===== config.mk =====
export PLATFORM = sky130hd
export DESIGN_NAME = pipeline_latch_chain_flat
export DESIGN_NICKNAME = d
export VERILOG_FILES = /design/src/rtl/pipeline_latch_chain_pkg.sv /design/src/rtl/pipeline_latch_chain_if.sv /design/src/rtl/pipeline_latch_chain_stage_reg.sv /design/src/rtl/pipeline_latch_chain.sv /design/src/flat_wrapper.sv
export SDC_FILE = /design/constraint.sdc
export NUM_CORES = 1
export LEC_CHECK = 0
export ABC_AREA = 1
export ABC_CLOCK_PERIOD_IN_PS = 1490
export CAP_MARGIN = 15
export CORE_AREA = 2 2 542 544
export CTS_CLUSTER_SIZE = 40
export DETAILED_ROUTE_END_ITERATION = 16
export DIE_AREA = 0 0 544 546
export PLACE_DENSITY = 0.33
export SYNTH_ARGS = -nofsm -noshare
export SYNTH_HDL_FRONTEND = slang
export SYNTH_SLANG_ARGS = --single-unit

===== constraint.sdc =====
create_clock -name clk -period 1.49 [get_ports clk]
set_clock_uncertainty 0.1 [all_clocks]
set_input_delay 0.298 -clock clk [delete_from_list [all_inputs] [get_ports clk]]
set_output_delay 0.298 -clock clk [all_outputs]
set_load 0.005 [all_outputs]

===== src/rtl/pipeline_latch_chain_pkg.sv =====
// pipe_pkg: shared constants for the IF/ID..MEM/WB latch chain and the stages that slice its payloads.
package pipe_pkg;
  localparam int IF_ID = 0;
  localparam int ID_EX = 1;
  localparam int EX_MEM = 2;
  localparam int MEM_WB = 3;
  localparam int DEFAULT_WIDTH = 148;
  localparam int DEFAULT_STAGES = 4;
  // Field layout of the widest (ID/EX) payload, LSB first.
  localparam int RD_OFF = 0;
  localparam int RD_W = 5;
  localparam int RT_OFF = 5;
  localparam int RT_W = 5;
  localparam int EXT_OFF = 10;
  localparam int EXT_W = 32;
  localparam int DATA2_OFF = 42;
  localparam int DATA2_W = 32;
  localparam int DATA1_OFF = 74;
  localparam int DATA1_W = 32;
  localparam int PC_OFF = 106;
  localparam int PC_W = 32;
  localparam int EX_OFF = 138;
  localparam int EX_W = 5;
  localparam int M_OFF = 143;
  localparam int M_W = 3;
  localparam int WB_OFF = 146;
  localparam int WB_W = 2;
  typedef enum logic [1:0] {SEL_LOAD, SEL_HOLD, SEL_BUBBLE} sel_e;
endpackage


===== src/rtl/pipeline_latch_chain_if.sv =====
// pipeline_latch_chain_if: fetch inputs, stage feedback and latched outputs of the latch chain.
interface pipeline_latch_chain_if
  import pipe_pkg::*;
#(
  parameter int WIDTH = DEFAULT_WIDTH,
  parameter int STAGES = DEFAULT_STAGES
);
  logic in_valid;
  logic [WIDTH-1:0] in_data;
  logic [STAGES*WIDTH-1:0] stage_in;
  logic stall;
  logic flush;
  logic in_ready;
  logic [STAGES*WIDTH-1:0] stage_data;
  logic [STAGES-1:0] stage_valid;
  logic [31:0] cycle_count;
  logic [31:0] retired_count;
  modport master (
    output in_valid, in_data, stage_in, stall, flush,
    input in_ready, stage_data, stage_valid, cycle_count, retired_count
  );
  modport slave (
    input in_valid, in_data, stage_in, stall, flush,
    output in_ready, stage_data, stage_valid, cycle_count, retired_count
  );
endinterface


===== src/rtl/pipeline_latch_chain_stage_reg.sv =====
// pipe_stage_reg: one pipeline latch with hold, bubble and load selects; data is zero whenever invalid.
module pipe_stage_reg
  import pipe_pkg::*;
#(
  parameter int WIDTH = DEFAULT_WIDTH
) (
  input  logic             clk,
  input  logic             reset,
  input  sel_e             sel,
  input  logic             valid_d,
  input  logic [WIDTH-1:0] data_d,
  output logic             valid,
  output logic [WIDTH-1:0] data
);
  always_ff @(posedge clk or negedge reset)
    if (!reset) begin
      valid <= 1'b0;
      data <= '0;
    end else if (sel == SEL_BUBBLE) begin
      valid <= 1'b0;
      data <= '0;
    end else if (sel == SEL_LOAD) begin
      valid <= valid_d;
      data <= valid_d ? data_d : '0;
    end
endmodule


===== src/rtl/pipeline_latch_chain.sv =====
// pipeline_latch_chain: IF/ID..MEM/WB latches with stall bubbles, branch flush and cycle/retire counters.
module pipeline_latch_chain
  import pipe_pkg::*;
#(
  parameter int WIDTH = DEFAULT_WIDTH,
  parameter int STAGES = DEFAULT_STAGES,
  parameter int STALL_STAGE = 1,
  parameter int FLUSH_DEPTH = 3
) (
  input logic clk,
  input logic reset,
  pipeline_latch_chain_if.slave bus
);
  logic [STAGES-1:0] valid_q;
  logic [STAGES*WIDTH-1:0] data_q;
  logic [31:0] cycle_q;
  logic [31:0] retired_q;
  logic unused_top_slice;
  assign unused_top_slice = ^bus.stage_in[(STAGES-1)*WIDTH +: WIDTH];
  assign bus.in_ready = !bus.stall || bus.flush;
  assign bus.stage_valid = valid_q;
  assign bus.stage_data = data_q;
  assign bus.cycle_count = cycle_q;
  assign bus.retired_count = retired_q;
  for (genvar k = 0; k < STAGES; k++) begin : g_stage
    sel_e sel;
    logic valid_d;
    logic [WIDTH-1:0] data_d;
    // Flush overrides stall; under stall the older latches above the bubble keep draining.
    assign sel = bus.flush ? (k < FLUSH_DEPTH ? SEL_BUBBLE : SEL_LOAD)
               : !bus.stall ? SEL_LOAD
               : k < STALL_STAGE ? SEL_HOLD
               : k == STALL_STAGE ? SEL_BUBBLE : SEL_LOAD;
    if (k == 0) begin : g_head
      assign valid_d = bus.in_valid;
      assign data_d = bus.in_data;
    end else begin : g_body
      assign valid_d = valid_q[k-1];
      assign data_d = bus.stage_in[(k-1)*WIDTH +: WIDTH];
    end
    pipe_stage_reg #(.WIDTH(WIDTH)) u_reg (
      .clk(clk),
      .reset(reset),
      .sel(sel),
      .valid_d(valid_d),
      .data_d(data_d),
      .valid(valid_q[k]),
      .data(data_q[k*WIDTH +: WIDTH])
    );
  end
  always_ff @(posedge clk or negedge reset)
    if (!reset) begin
      cycle_q <= '0;
      retired_q <= '0;
    end else begin
      cycle_q <= cycle_q + 32'd1;
      retired_q <= retired_q + {31'd0, valid_q[STAGES-1]};
    end
endmodule


===== src/flat_wrapper.sv =====
// flat-port wrapper written by rule: the top's interface ports become plain ports
module pipeline_latch_chain_flat import pipe_pkg::*;
#(
  parameter int WIDTH = DEFAULT_WIDTH,
  parameter int STAGES = DEFAULT_STAGES,
  parameter int STALL_STAGE = 1,
  parameter int FLUSH_DEPTH = 3
)
  (clk, reset, bus_in_valid, bus_in_data, bus_stage_in, bus_stall, bus_flush, bus_in_ready, bus_stage_data, bus_stage_valid, bus_cycle_count, bus_retired_count);
  pipeline_latch_chain_if #(.WIDTH(WIDTH), .STAGES(STAGES)) bus_i ();
  input logic clk;
  input logic reset;
  input wire logic [$bits(bus_i.in_valid)-1:0] bus_in_valid;
  input wire logic [$bits(bus_i.in_data)-1:0] bus_in_data;
  input wire logic [$bits(bus_i.stage_in)-1:0] bus_stage_in;
  input wire logic [$bits(bus_i.stall)-1:0] bus_stall;
  input wire logic [$bits(bus_i.flush)-1:0] bus_flush;
  output wire logic [$bits(bus_i.in_ready)-1:0] bus_in_ready;
  output wire logic [$bits(bus_i.stage_data)-1:0] bus_stage_data;
  output wire logic [$bits(bus_i.stage_valid)-1:0] bus_stage_valid;
  output wire logic [$bits(bus_i.cycle_count)-1:0] bus_cycle_count;
  output wire logic [$bits(bus_i.retired_count)-1:0] bus_retired_count;
  assign bus_i.in_valid = bus_in_valid;
  assign bus_i.in_data = bus_in_data;
  assign bus_i.stage_in = bus_stage_in;
  assign bus_i.stall = bus_stall;
  assign bus_i.flush = bus_flush;
  assign bus_in_ready = bus_i.in_ready;
  assign bus_stage_data = bus_i.stage_data;
  assign bus_stage_valid = bus_i.stage_valid;
  assign bus_cycle_count = bus_i.cycle_count;
  assign bus_retired_count = bus_i.retired_count;
  pipeline_latch_chain #(.WIDTH(WIDTH), .STAGES(STAGES), .STALL_STAGE(STALL_STAGE), .FLUSH_DEPTH(FLUSH_DEPTH)) u_core (.clk(clk), .reset(reset), .bus(bus_i));
endmodule

==> reports/metrics.csv, run 1 <==
stage;metric;value;unit
detailed_routing;via_per_inst;3.00;
floorplanning;die_w;544;um
cts;cts_tree;built;
setup_path;startpoint_type;flip-flop;
sta;timing.final.ws_setup;-0.415;ns
cts;root_buffer;clkbuf_16;
status;status;complete, but fails checks;
synthesis;syn_area_per_cell;9.73;um2
synthesis;syn_nets;3273;
sta;worst-slew-pin-transition;0.679;ns
worst_hold_path;hold_depth;6;
synthesis;synthTopCellsByArea;dfrtp_1 (67%), nand2_1 (9.7%), nand3_1 (6.4%), nor2_1 (5.5%), inv_1 (5.1%);
setup_path;crit_buf_inv;1;
setup_path;rr_endpoint;u_core.bus.cycle_count[28]$_DFF_PN0_;
floorplanning;chipHeight;546;um
cts;cts_buffer_depth;4;
setup_path;cp_slowest_cell;dfrtp_4;
job;cap_violations;0;
sta;max_slew_margin;54.7;%
power_and_ir_drop;total_power;0.0497;W
global_routing;grt_pass1_vias;27300;
power_and_ir_drop;ir_worst_vdd;0.774;mV
cts;clk_latency;0.81;ns
synthesis;synth_area;24600;um2
floorplanning;coreArea;292000;um2
floorplanning;ios;1406;
global_routing;grt-ovfl-total;0;
synthesis;synth_top_area_share;67.2;%
setup_path;path_max_fanout;2;
sta;timing.hold.ws;0.0316;ns
place;gp_congestion;0.859;
detailed_routing;dr_total_vias;26100;
cts;path_clk_slew;0.06;ns
detailed_routing;drt_pre_antenna_iters;5;
worst_hold_path;hp-start;bus_stall;
synthesis;yosysSeqAreaShare;67.2;%
sta;slew_violations;0;
setup_path;crit_path_max_incr_delay;0.56;ns
sta;hold_viol;0;
setup_path;endpoint_kind;primary output;
detailed_routing;drtIter0Drc;1446;
place;hpwl;167000;um
global_routing;grt_max_degree;71;
setup_path;r2r_cells;11;
detailed_routing;finalWirelength;204000;um
sta;layout_min_cycle_time;1.90;ns
detailed_routing;avgRoutedWirePerCell;23.4;um
final_layout;fin_nets;5360;
sta;finalSetupViolCount;815;
place;portBuffers;1257;
floorplanning;start_util;8.42;%
setup_path;r2r-start;u_core.bus.cycle_count[1]$_DFF_PN0_;
status;violations;setup timing;
setup_path;crit_arrival;1.51;ns
sta;finalCritPeriodShare;128;%
cts;cts_inserted_buffers;99;
sta;rsz0062_at_grt;true;
global_routing;grt_usage;13.2;%
power_and_ir_drop;leakage;27.0;nW
setup_path;crit_family;flip-flops;
worst_hold_path;hold_class;in -> reg;
final_layout;area_delta_synth_final;121;%
detailed_routing;drc_errors;0;
floorplanning;fp-row-count;199;
cts;cts.sinks;660;
power_and_ir_drop;p_per_area;915;nW/um2
synthesis;synthCells;2525;
global_routing;antenna_found_initial;214;
sta;max_freq;0.525;GHz
setup_path;crit_chain;buf_6;
detailed_routing;drtAntennaViolNets;0;
cts;h-tree-depth;3;
synthesis;ys_ff_latch;660;
synthesis;ys_types;22;
global_routing;grt_pass1_wl;262000;um
setup_path;rrSetupSlack;-0.19;ns
final_layout;drive_above_1_share;30.1;%
worst_hold_path;min_to;u_core.g_stage[0].u_reg.data[12]$_DFFE_PN0P_;
floorplanning;dieArea;297000;um2
synthesis;synth_top_cell_by_area;dfrtp_1;
setup_path;path_class;reg -> out;
setup_path;required;1.09;ns
place;post-place-ws;-0.295;ns
synthesis;synth_warnings;0;
## synthesized netlist by cell type, drive strengths merged
| master | n |
|---|---|
| clkbuf | 34 |
| nand2 | 647 |
| xor2 | 22 |
| nand3 | 313 |
| inv | 337 |
| nor2 | 384 |
| ha | 3 |
| o21ai | 1 |
| xnor2 | 8 |
| nand3b | 14 |
| buf | 102 |
| dfrtp | 660 |
## worst max-delay path by stage
stage                                                 start                                          to  slack, ns  cells after the start
floorplan             u_core.bus.retired_count[0]$_DFF_PN0_      u_core.bus.retired_count[29]$_DFF_PN0_       0.06                      8
global placement    u_core.g_stage[2].u_reg.valid$_DFF_PN0_  u_core.g_stage[3].u_reg.data[39]$_DFF_PN0_      -0.28                      4
detailed placement  u_core.g_stage[2].u_reg.valid$_DFF_PN0_  u_core.g_stage[3].u_reg.data[39]$_DFF_PN0_      -0.30                      4
CTS                 u_core.g_stage[1].u_reg.valid$_DFF_PN0_                          bus_stage_valid[1]      -0.54                      1
global route        u_core.g_stage[1].u_reg.valid$_DFF_PN0_                          bus_stage_valid[1]      -0.51                      1
finish              u_core.g_stage[2].u_reg.valid$_DFF_PN0_                          bus_stage_valid[2]      -0.41                      1
## cell usage in the layout (no fill, tap or decap), types with 11 or more instances in the layout
cell             netlist  final
diode_2                0    101
buf_2                 78    349
dfrtp_1              660    584
nand3_1              313    313
inv_2                  1     56
clkdlybuf4s50_1        0    592
dlygate4sd3_1          0    555
clkbuf_16              0    110
clkbuf_1              34     21
buf_6                 12    252
buf_12                 0    140
nand2_4                4     66
nand3b_1              14     14
inv_1                336    275
nor2_1               362    340
xor2_1                20     20
nor2_2                 6     19
nor2_4                12     21
nand2_2                6     24
clkbuf_8               0     22
nand2_1              637    553
buf_4                  6    204
clkinv_2               0     11
dfrtp_2                0     74
## worst min-delay path: cells and delay by family
kind / cells / cell delay (ns)
and+or+nand+nor: 3 / 0.14
buffers and inverters: 3 / 0.42
## cell families (layout without fill, tap and decap cells)
kind of cell / after synthesis / in the layout / synth area share [%]
AOI/OAI and AO/OA: 1 / 1 / 0.0203
adders and majority gates: 3 / 3 / 0.153
DFF: 660 / 660 / 67.2
buffers and inverters: 473 / 2639 / 8.08
and+or+nand+nor: 1358 / 1358 / 23.4
xor gates and xnor gates: 30 / 30 / 1.13
other: 0 / 101 / 0
## per-layer routing
metal	routed length, um	up-vias	GRT usage, %
li1	-	11900	-
met1	91500	12400	17.4
met2	79000	1306	18.0
met3	26900	334	7.64
met4	5940	134	3.73
met5	951	-	0.227
## cell type report
cell class / count / area [um2]
fill: 32400 / 238000
timing repair buffer: 2122 / 21100
sequential: 660 / 16600
multi-input combinational: 1392 / 6790
tap: 3919 / 4900
clock buffer: 142 / 2860
inverter: 337 / 1290
clock inverter: 38 / 541
antenna: 101 / 253
## metrics by stage
| step | area (um2) | utilization [%] | setup TNS (ns) | instances |
|---|---|---|---|---|
| after floorplan | 24600 | - | 0 | 2525 |
| after global placement | 44000 | 15.1 | -7.93 | 7721 |
| after detailed placement | 44000 | 15.1 | -7.95 | 7721 |
| after CTS | 52600 | 18.0 | -247.53 | 8552 |
| after global routing | 54200 | 18.6 | -237.27 | 8659 |
| final | 54300 | 18.6 | -163.83 | 8711 |
## where the power goes
part	internal [W]	leakage, nW	total (W)	switching, W
Clock	0.0151	1.67	0.0250	0.00988
Sequential	0.0182	9.01	0.0185	0.000219
Combinational	0.00347	16.3	0.00632	0.00284
Total	0.0368	27.0	0.0497	0.0129
## flip-flops by register name, indices dropped and copies added (netlist names)
name                        flops
u_core.g_stage.u_reg.valid      4
u_core.g_stage.u_reg.data     592
u_core.bus.retired_count       32
u_core.bus.cycle_count         32
## what timing repair did
| action | CTS | global route |
|---|---|---|
| cloned | 7 | 12 |
| buffers inserted | 91 | 49 |
| pin swaps | 22 | 42 |
| hold buffers | 554 | 3 |
| setup endpoints to repair | 781 | 961 |
| endpoints found under the hold margin | 1235 | 15 |
| gates resized for setup | 2700 | 287 |
(Power assumes the default switching activity.)
==> inputs of run 2 (changes only) <==
--- a/config.mk
+++ b/config.mk
@@ -9,6 +9,7 @@
 export ABC_CLOCK_PERIOD_IN_PS = 1490
 export CAP_MARGIN = 15
 export CORE_AREA = 2 2 542 544
+export CTS_BUF_LIST = sky130_fd_sc_hd__clkbuf_16
 export CTS_CLUSTER_SIZE = 40
 export DETAILED_ROUTE_END_ITERATION = 16
 export DIE_AREA = 0 0 544 546
==> run 2 against run 1 <==
  * The run still ends with setup timing left
  * Utilization barely moved
  * Sequential power barely moved
  * Routed wire length rose by 0.26%
  * Non-clock buffer count rose by 4
  * Critical path type unchanged
  * Flip-flop and latch count did not move
  * Critical endpoint unchanged
  * Sequential share of layout area barely moved
  * Largest power group unchanged
  * Critical path depth did not move
  * Clock power fell by 6%
  * First-iteration DRC count fell by 3.2%
  * Cell count barely moved
  * Clock-buffer cell count fell by 43
==> reports/metrics.csv, run 2 (same netlist as run 1, synthesis figures left out) <==
stage;metric;value;unit;change
power_and_ir_drop;ir_worst_vdd;0.774;mV;about the same
detailed_routing;finalWirelength;205000;um;was 204000 um
final_layout;top_register;u_core.g_stage.u_reg.data;;unchanged
setup_path;startpoint_type;flip-flop;;unchanged
cts;cts_inserted_buffers;99;;unchanged
setup_path;rr_endpoint;u_core.bus.cycle_count[24]$_DFF_PN0_;;was u_core.bus.cycle_count[28]$_DFF_PN0_
cts;clk_latency;0.81;ns;about the same
worst_hold_path;min_to;u_core.g_stage[0].u_reg.data[12]$_DFFE_PN0P_;;unchanged
final_layout;area_delta_synth_final;121;%;about the same
detailed_routing;drtAntennaViolNets;0;;unchanged
detailed_routing;drtIter0Drc;1400;;was 1446
global_routing;grt_max_degree;71;;unchanged
setup_path;r2r_cells;10;;was 11
sta;worst-slew-pin-transition;0.683;ns;was 0.679 ns
setup_path;crit_arrival;1.50;ns;was 1.51 ns
place;portBuffers;1257;;unchanged
worst_hold_path;hold_depth;6;;unchanged
final_layout;fin_nets;5364;;was 5360
sta;max_freq;0.526;GHz;was 0.525 GHz
floorplanning;coreArea;292000;um2;unchanged
place;gp_congestion;0.859;;unchanged
cts;cts.sinks;660;;unchanged
setup_path;rrSetupSlack;-0.18;ns;was -0.19 ns
setup_path;crit_buf_inv;1;;unchanged
final_layout;final_cells;8713;;was 8711
floorplanning;fp-row-count;199;;unchanged
global_routing;antenna_found_initial;212;;was 214
detailed_routing;avgRoutedWirePerCell;23.5;um;was 23.4 um
setup_path;required;1.09;ns;about the same
sta;max_slew_margin;54.4;%;was 54.7%
setup_path;path_class;reg -> out;;unchanged
cts;cts_tree;built;;unchanged
sta;rsz0062_at_grt;true;;unchanged
worst_hold_path;hold_class;in -> reg;;unchanged
floorplanning;dieArea;297000;um2;unchanged
sta;finalCritPeriodShare;128;%;about the same
cts;cts_buffer_depth;4;;unchanged
global_routing;grt_pass1_wl;263000;um;was 262000 um
sta;slew_violations;0;;unchanged
setup_path;worst-path-stages;1;;unchanged
setup_path;cp_slowest_cell;dfrtp_4;;unchanged
detailed_routing;drt_pre_antenna_iters;5;;unchanged
setup_path;crit_chain;buf_6;;unchanged
final_layout;final_common_cell;clkdlybuf4s50_1;;unchanged
place;hpwl;167000;um;unchanged
cts;root_buffer;clkbuf_16;;unchanged
place;placed_cells;7721;;unchanged
worst_hold_path;hp-start;bus_stall;;unchanged
floorplanning;start_util;8.42;%;unchanged
power_and_ir_drop;leakage;27.1;nW;was 27.0 nW
detailed_routing;via_per_inst;3.01;;was 3.00
final_layout;fin_util;18.6;%;about the same
detailed_routing;drc_errors;0;;unchanged
place;post-place-ws;-0.295;ns;unchanged
setup_path;endpoint_kind;primary output;;unchanged
cts;path_clk_slew;0.06;ns;about the same
global_routing;grt-ovfl-total;0;;unchanged
final_layout;largest_register_ffs;592;;unchanged
power_and_ir_drop;p_per_area;891;nW/um2;was 915 nW/um2
global_routing;grt_pass1_vias;27300;;about the same
detailed_routing;dr_total_vias;26200;;was 26100
cts;h-tree-depth;3;;unchanged
status;violations;setup timing;;unchanged
sta;hold_viol;0;;unchanged
floorplanning;ios;1406;;unchanged
sta;timing.final.ws_setup;-0.410;ns;was -0.415 ns
setup_path;crit_family;flip-flops;;unchanged
global_routing;grt_usage;13.3;%;was 13.2%
job;cap_violations;0;;unchanged
final_layout;layout_common_cells;clkdlybuf4s50_1 (592), dfrtp_1 (584), dlygate4sd3_1 (554);;was clkdlybuf4s50_1 (592), dfrtp_1 (584), dlygate4sd3_1 (555)
floorplanning;chipHeight;546;um;unchanged
sta;finalSetupViolCount;811;;was 815
sta;layout_min_cycle_time;1.90;ns;about the same
status;status;complete, but fails checks;;unchanged
setup_path;crit_path_max_incr_delay;0.56;ns;about the same
setup_path;path_max_fanout;2;;unchanged
final_layout;drive_above_1_share;30.6;%;was 30.1%
floorplanning;die_w;544;um;unchanged
setup_path;r2r-start;u_core.bus.cycle_count[1]$_DFF_PN0_;;unchanged
run 2: changes by cell type in the layout (fill, tap and decap cells not counted), sizes merged:
cell         delta
buf             +7
diode           -2
inv            +21
clkinv         +22
dlygate4sd3     -1
bufbuf          -1
clkbuf         -44
run 2: how the worst max path moves through the flow:
stage	startpoint	endpoint	slack [ns]
finish	u_core.g_stage[2].u_reg.valid$_DFF_PN0_	bus_stage_valid[2]	-0.41
global route	u_core.g_stage[1].u_reg.valid$_DFF_PN0_	bus_stage_valid[1]	-0.51
CTS	u_core.g_stage[1].u_reg.valid$_DFF_PN0_	bus_stage_valid[1]	-0.54
detailed placement	u_core.g_stage[2].u_reg.valid$_DFF_PN0_	u_core.g_stage[3].u_reg.data[39]$_DFF_PN0_	-0.30
global placement	u_core.g_stage[2].u_reg.valid$_DFF_PN0_	u_core.g_stage[3].u_reg.data[39]$_DFF_PN0_	-0.28
floorplan	u_core.bus.retired_count[0]$_DFF_PN0_	u_core.bus.retired_count[29]$_DFF_PN0_	0.06
run 2: metrics by stage:
stage	total power (W)	area, um2	TNS [ns]	hold WS [ns]
after floorplan	0.0194	24600	0	-0.0976
after CTS	0.0495	52600	-246.13	-0.0966
after detailed placement	0.0234	44000	-7.95	0.346
after global placement	0.0234	44000	-7.93	0.345
after global routing	0.0506	54200	-235.21	0.00508
final	0.0484	54300	-160.97	0.0425
run 2: what timing repair did:
item	CTS	global route
pin swaps	22	46
setup buffers	93	51
hold endpoints to repair	1235	15
gates cloned	11	11
gates resized for setup	2731	318
hold buffers	554	2
endpoints found under the setup margin	779	967
run 2: area by class of cell:
type / instances / area (um2)
Fill cell: 32400 / 238000
Timing Repair Buffer: 2126 / 21200
Sequential cell: 660 / 16600
Multi-Input combinational cell: 1392 / 6930
Tap cell: 3919 / 4900
Clock buffer: 99 / 2480
Inverter: 337 / 1290
Clock inverter: 81 / 702
Antenna cell: 99 / 248
run 2: worst reg2reg max path, stage by stage (launching register included):
cell	delay, ns
dfrtp_1	0.37
buf_4	0.12
buf_6	0.09
ha_4	0.14
nand2_4	0.07
nor2_4	0.16
nand2_4	0.12
nor2_4	0.18
nand2_1	0.08
nand2_1	0.08
nand2_1	0.05
run 2: power breakdown:
part	switching [W]	total, W	internal, W
Combinational	0.00286	0.00634	0.00348
Clock	0.00982	0.0236	0.0138
Sequential	0.000219	0.0185	0.0182
run 2: routing by layer:
metal	global-route usage (%)	part of all wire (%)
met3	7.64	13
met5	0.227	0.45
met4	3.72	2.9
met1	17.4	45
met2	18.1	39
==> inputs of run 3 (changes only) <==
--- a/config.mk
+++ b/config.mk
@@ -5,15 +5,14 @@
 export SDC_FILE = /design/constraint.sdc
 export NUM_CORES = 1
 export LEC_CHECK = 0
-export ABC_AREA = 1
 export ABC_CLOCK_PERIOD_IN_PS = 1490
 export CAP_MARGIN = 15
-export CORE_AREA = 2 2 542 544
+export CORE_AREA = 2 2 546 548
 export CTS_BUF_LIST = sky130_fd_sc_hd__clkbuf_16
 export CTS_CLUSTER_SIZE = 40
 export DETAILED_ROUTE_END_ITERATION = 16
-export DIE_AREA = 0 0 544 546
-export PLACE_DENSITY = 0.33
+export DIE_AREA = 0 0 548 550
+export PLACE_DENSITY = 0.32
 export SYNTH_ARGS = -nofsm -noshare
 export SYNTH_HDL_FRONTEND = slang
 export SYNTH_SLANG_ARGS = --single-unit
==> run 3 against run 2 <==
  * The flow still finishes with violations (setup timing)
  * Clock power down 5%
  * Total power down 4.1%
  * Clock-buffer cell count down 1
  * Setup slack worse by 0.20 ns
  * Global-route usage down 0.55 points
  * Utilization down 0.70 points
  * Critical path depth up 5
  * Sequential share of layout area up 0.68 points
  * Combinational power down 11%
==> reports/metrics.csv, run 3 <==
stage;metric;value;unit;change
status;status;complete, but fails checks;;unchanged
status;violations;setup timing;;unchanged
synthesis;synthFlopType;dfrtp_1;;unchanged
global_routing;grt-ovfl-total;0;;unchanged
place;gp_congestion;0.788;;was 0.859
synthesis;async_flop_share;100;%;unchanged
synthesis;ys_types;26;;was 22
power_and_ir_drop;p_per_area;877;nW/um2;was 891 nW/um2
detailed_routing;via_per_inst;2.82;;was 3.01
synthesis;synth_top_cell_by_area;dfrtp_1;;unchanged
worst_hold_path;hold_depth;2;;was 6
detailed_routing;drtAntennaViolNets;0;;unchanged
power_and_ir_drop;total_power;0.0464;W;was 0.0484 W
setup_path;crit_arrival;2.69;ns;was 1.50 ns
cts;h-tree-depth;3;;unchanged
power_and_ir_drop;leakage;24.7;nW;was 27.1 nW
sta;finalCritPeriodShare;141;%;was 128%
power_and_ir_drop;ir_worst_vdd;0.715;mV;was 0.774 mV
final_layout;final_common_cell;dfrtp_1;;was clkdlybuf4s50_1
cts;cts_inserted_buffers;98;;was 99
final_layout;largest_register_ffs;592;;unchanged
final_layout;drive_above_1_share;34.3;%;was 30.6%
synthesis;yosysSeqAreaShare;74.6;%;was 67.2%
place;post-place-ws;-0.969;ns;was -0.295 ns
detailed_routing;dr_total_vias;22200;;was 26200
synthesis;synth_top_area_share;74.6;%;was 67.2%
place;hpwl;168000;um;was 167000 um
floorplanning;dieArea;301000;um2;was 297000 um2
synthesis;synthCells;1517;;was 2525
floorplanning;fp-row-count;200;;was 199
setup_path;path_class;reg -> reg;;was reg -> out
final_layout;design_area;52900;um2;was 54300 um2
floorplanning;ios;1406;;unchanged
sta;worst-slew-pin-transition;0.506;ns;was 0.683 ns
synthesis;synth_area;22100;um2;was 24600 um2
sta;fin_setup_tns;-181.96;ns;was -160.97 ns
detailed_routing;drc_errors;0;;unchanged
cts;clk_latency;0.81;ns;about the same
place;portBuffers;1257;;unchanged
synthesis;syn_nets;2265;;was 3273
cts;cts.sinks;660;;unchanged
synthesis;synthTopCellsByCount;dfrtp_1 (660), and2_1 (445), a22o_1 (148), clkbuf_1 (77), xnor2_1 (36);;was dfrtp_1 (660), nand2_1 (637), nor2_1 (362), inv_1 (336), nand3_1 (313)
setup_path;startpoint_type;flip-flop;;unchanged
setup_path;path_max_fanout;3;;was 2
cts;cts_buffer_depth;4;;unchanged
final_layout;fin_nets;4527;;was 5364
global_routing;grt_pass1_wl;250000;um;was 263000 um
synthesis;ys_ff_latch;660;;unchanged
global_routing;antenna_found_initial;272;;was 212
floorplanning;chipHeight;550;um;was 546 um
sta;finalSetupViolCount;935;;was 811
sta;rsz0062_at_grt;true;;unchanged
cts;cts_tree;built;;unchanged
detailed_routing;finalWirelength;202000;um;was 205000 um
sta;layout_min_cycle_time;2.10;ns;was 1.90 ns
synthesis;yosysMostFrequentCell;dfrtp_1;;unchanged
cts;path_clk_slew;0.06;ns;about the same
global_routing;grt_max_degree;94;;was 71
floorplanning;start_util;7.49;%;was 8.42%
final_layout;fin_util;17.9;%;was 18.6%
place;dpl_cell_area;42400;um2;was 44000 um2
global_routing;use_met1;15.0;%;was 17.4%
job;cap_violations;0;;unchanged
synthesis;synth_warnings;0;;unchanged
final_layout;top_register;u_core.g_stage.u_reg.data;;unchanged
sta;max_slew_margin;66.2;%;was 54.4%
final_layout;layout_common_cells;dfrtp_1 (640), clkdlybuf4s50_1 (593), dlygate4sd3_1 (554);;was clkdlybuf4s50_1 (592), dfrtp_1 (584), dlygate4sd3_1 (554)
sta;max_freq;0.477;GHz;was 0.526 GHz
synthesis;synth_edf_count;0;;unchanged
detailed_routing;drtIter0Drc;982;;was 1400
synthesis;synthTopCellsByArea;dfrtp_1 (75%), and2_1 (13%), a22o_1 (5.9%), xnor2_1 (1.4%), clkbuf_1 (1.3%);;was dfrtp_1 (67%), nand2_1 (9.7%), nand3_1 (6.4%), nor2_1 (5.5%), inv_1 (5.1%)
detailed_routing;avgRoutedWirePerCell;25.7;um;was 23.5 um
cts;root_buffer;clkbuf_16;;unchanged
global_routing;grt_usage;12.7;%;was 13.3%
floorplanning;coreArea;296000;um2;was 292000 um2
global_routing;grt-busiest-layer;met2;;unchanged
setup_path;r2r_cells;6;;was 10
global_routing;use_met3;6.96;%;was 7.64%
floorplanning;die_w;548;um;was 544 um
sta;timing.final.ws_setup;-0.607;ns;was -0.410 ns
final_layout;area_delta_synth_final;139;%;was 121%
global_routing;globalRouteMet2Util;20.0;%;was 18.1%
synthesis;syn_area_per_cell;14.6;um2;was 9.73 um2
sta;hold_viol;0;;unchanged
setup_path;required;2.09;ns;was 1.09 ns
setup_path;endpoint_kind;flip-flop;;was primary output
sta;slew_violations;0;;unchanged
detailed_routing;drt_pre_antenna_iters;5;;unchanged
worst_hold_path;hold_class;in -> reg;;unchanged
global_routing;grt_pass1_vias;23900;;was 27300
==> run 3: cell types whose count changed after synthesis, moves of 12 or more <==
| cell | change |
|---|---|
| nand2_1 | -615 |
| and2_1 | +445 |
| nor2_1 | -354 |
| inv_1 | -330 |
| nand3_1 | -293 |
| a22o_1 | +148 |
| buf_2 | -74 |
| clkbuf_1 | +43 |
| xnor2_1 | +28 |
| nand4_1 | +17 |
| nand3b_1 | -14 |
| buf_6 | -12 |
| nor2_4 | -12 |
==> run 3: per-stage QoR <==
stage | instances | hold slack (ns)
floorplan | 1517 | -0.0976
global placement | 6799 | 0.0814
detailed placement | 6799 | 0.0811
CTS | 7697 | 0.0000131
global route | 7819 | 0.0222
finish | 7874 | 0.0701
==> run 3: final timing paths <==
path / startpoint / endpoint / slack [ns]
setup / recovery: u_core.bus.retired_count[13]$_DFF_PN0_ / u_core.bus.retired_count[24]$_DFF_PN0_ / -0.61
hold / removal: bus_stage_in[91] / u_core.g_stage[1].u_reg.data[91]$_DFF_PN0_ / 0.07
setup reg to reg: u_core.bus.retired_count[13]$_DFF_PN0_ / u_core.bus.retired_count[24]$_DFF_PN0_ / -0.61
hold reg to reg: u_core.g_stage[0].u_reg.data[26]$_DFFE_PN0P_ / u_core.g_stage[0].u_reg.data[26]$_DFFE_PN0P_ / 0.40
max in group asynchronous: reset / u_core.bus.cycle_count[25]$_DFF_PN0_ / 0.25
min in group asynchronous: reset / u_core.g_stage[1].u_reg.data[24]$_DFF_PN0_ / 0.10
==> run 3: layer usage <==
layer,vias to the layer above,part of all wire [%]
li1,9666,-
met3,398,12
met2,1214,45
met5,-,0.53
met1,10800,40
met4,160,2.5
==> run 3: cell families after synthesis <==
| kind of cell | after synthesis | share of synthesized area [%] |
|---|---|---|
| AO/OA/AOI/OAI | 149 | 5.89 |
| flip-flops | 660 | 74.6 |
| AND/OR/NAND/NOR | 552 | 15.3 |
| buffers and inverters | 92 | 1.65 |
| adder cells (fa/ha/maj) | 3 | 0.170 |
| XOR/XNOR | 61 | 2.41 |
==> run 3: worst max-delay path, cell delays in order (launching register included) <==
cell and delay [ns]:
dfrtp_1 0.36, buf_6 0.10, nand4_1 0.19, nor4_4 0.44, buf_6 0.18, or4b_4 0.47
xnor2_2 0.14
==> run 3: final cells by class <==
class | count | area, um2
Fill cell | 32600 | 243000
Multi-Input combinational cell | 765 | 5720
Sequential cell | 660 | 16500
Timing Repair Buffer | 2248 | 22500
Antenna cell | 86 | 215
Tap cell | 3939 | 4930
Inverter | 6 | 22.5
Clock buffer | 98 | 2450
Clock inverter | 72 | 520
==> run 3: report_power, final <==
part	total [W]	leakage [nW]	internal (W)	switching (W)
Combinational	0.00564	14.0	0.00342	0.00222
Sequential	0.0184	9.10	0.0182	0.000186
Clock	0.0224	1.53	0.0129	0.00948
Total	0.0464	24.7	0.0345	0.0119
==> run 3: timing repair <==
action,4_1_cts,5_1_grt
pin swaps,34,25
setup buffers,176,85
setup endpoints to repair,830,1147
endpoints found under the hold margin,1211,1
hold buffers,553,1
resized for setup,2688,91
gates cloned,1,14
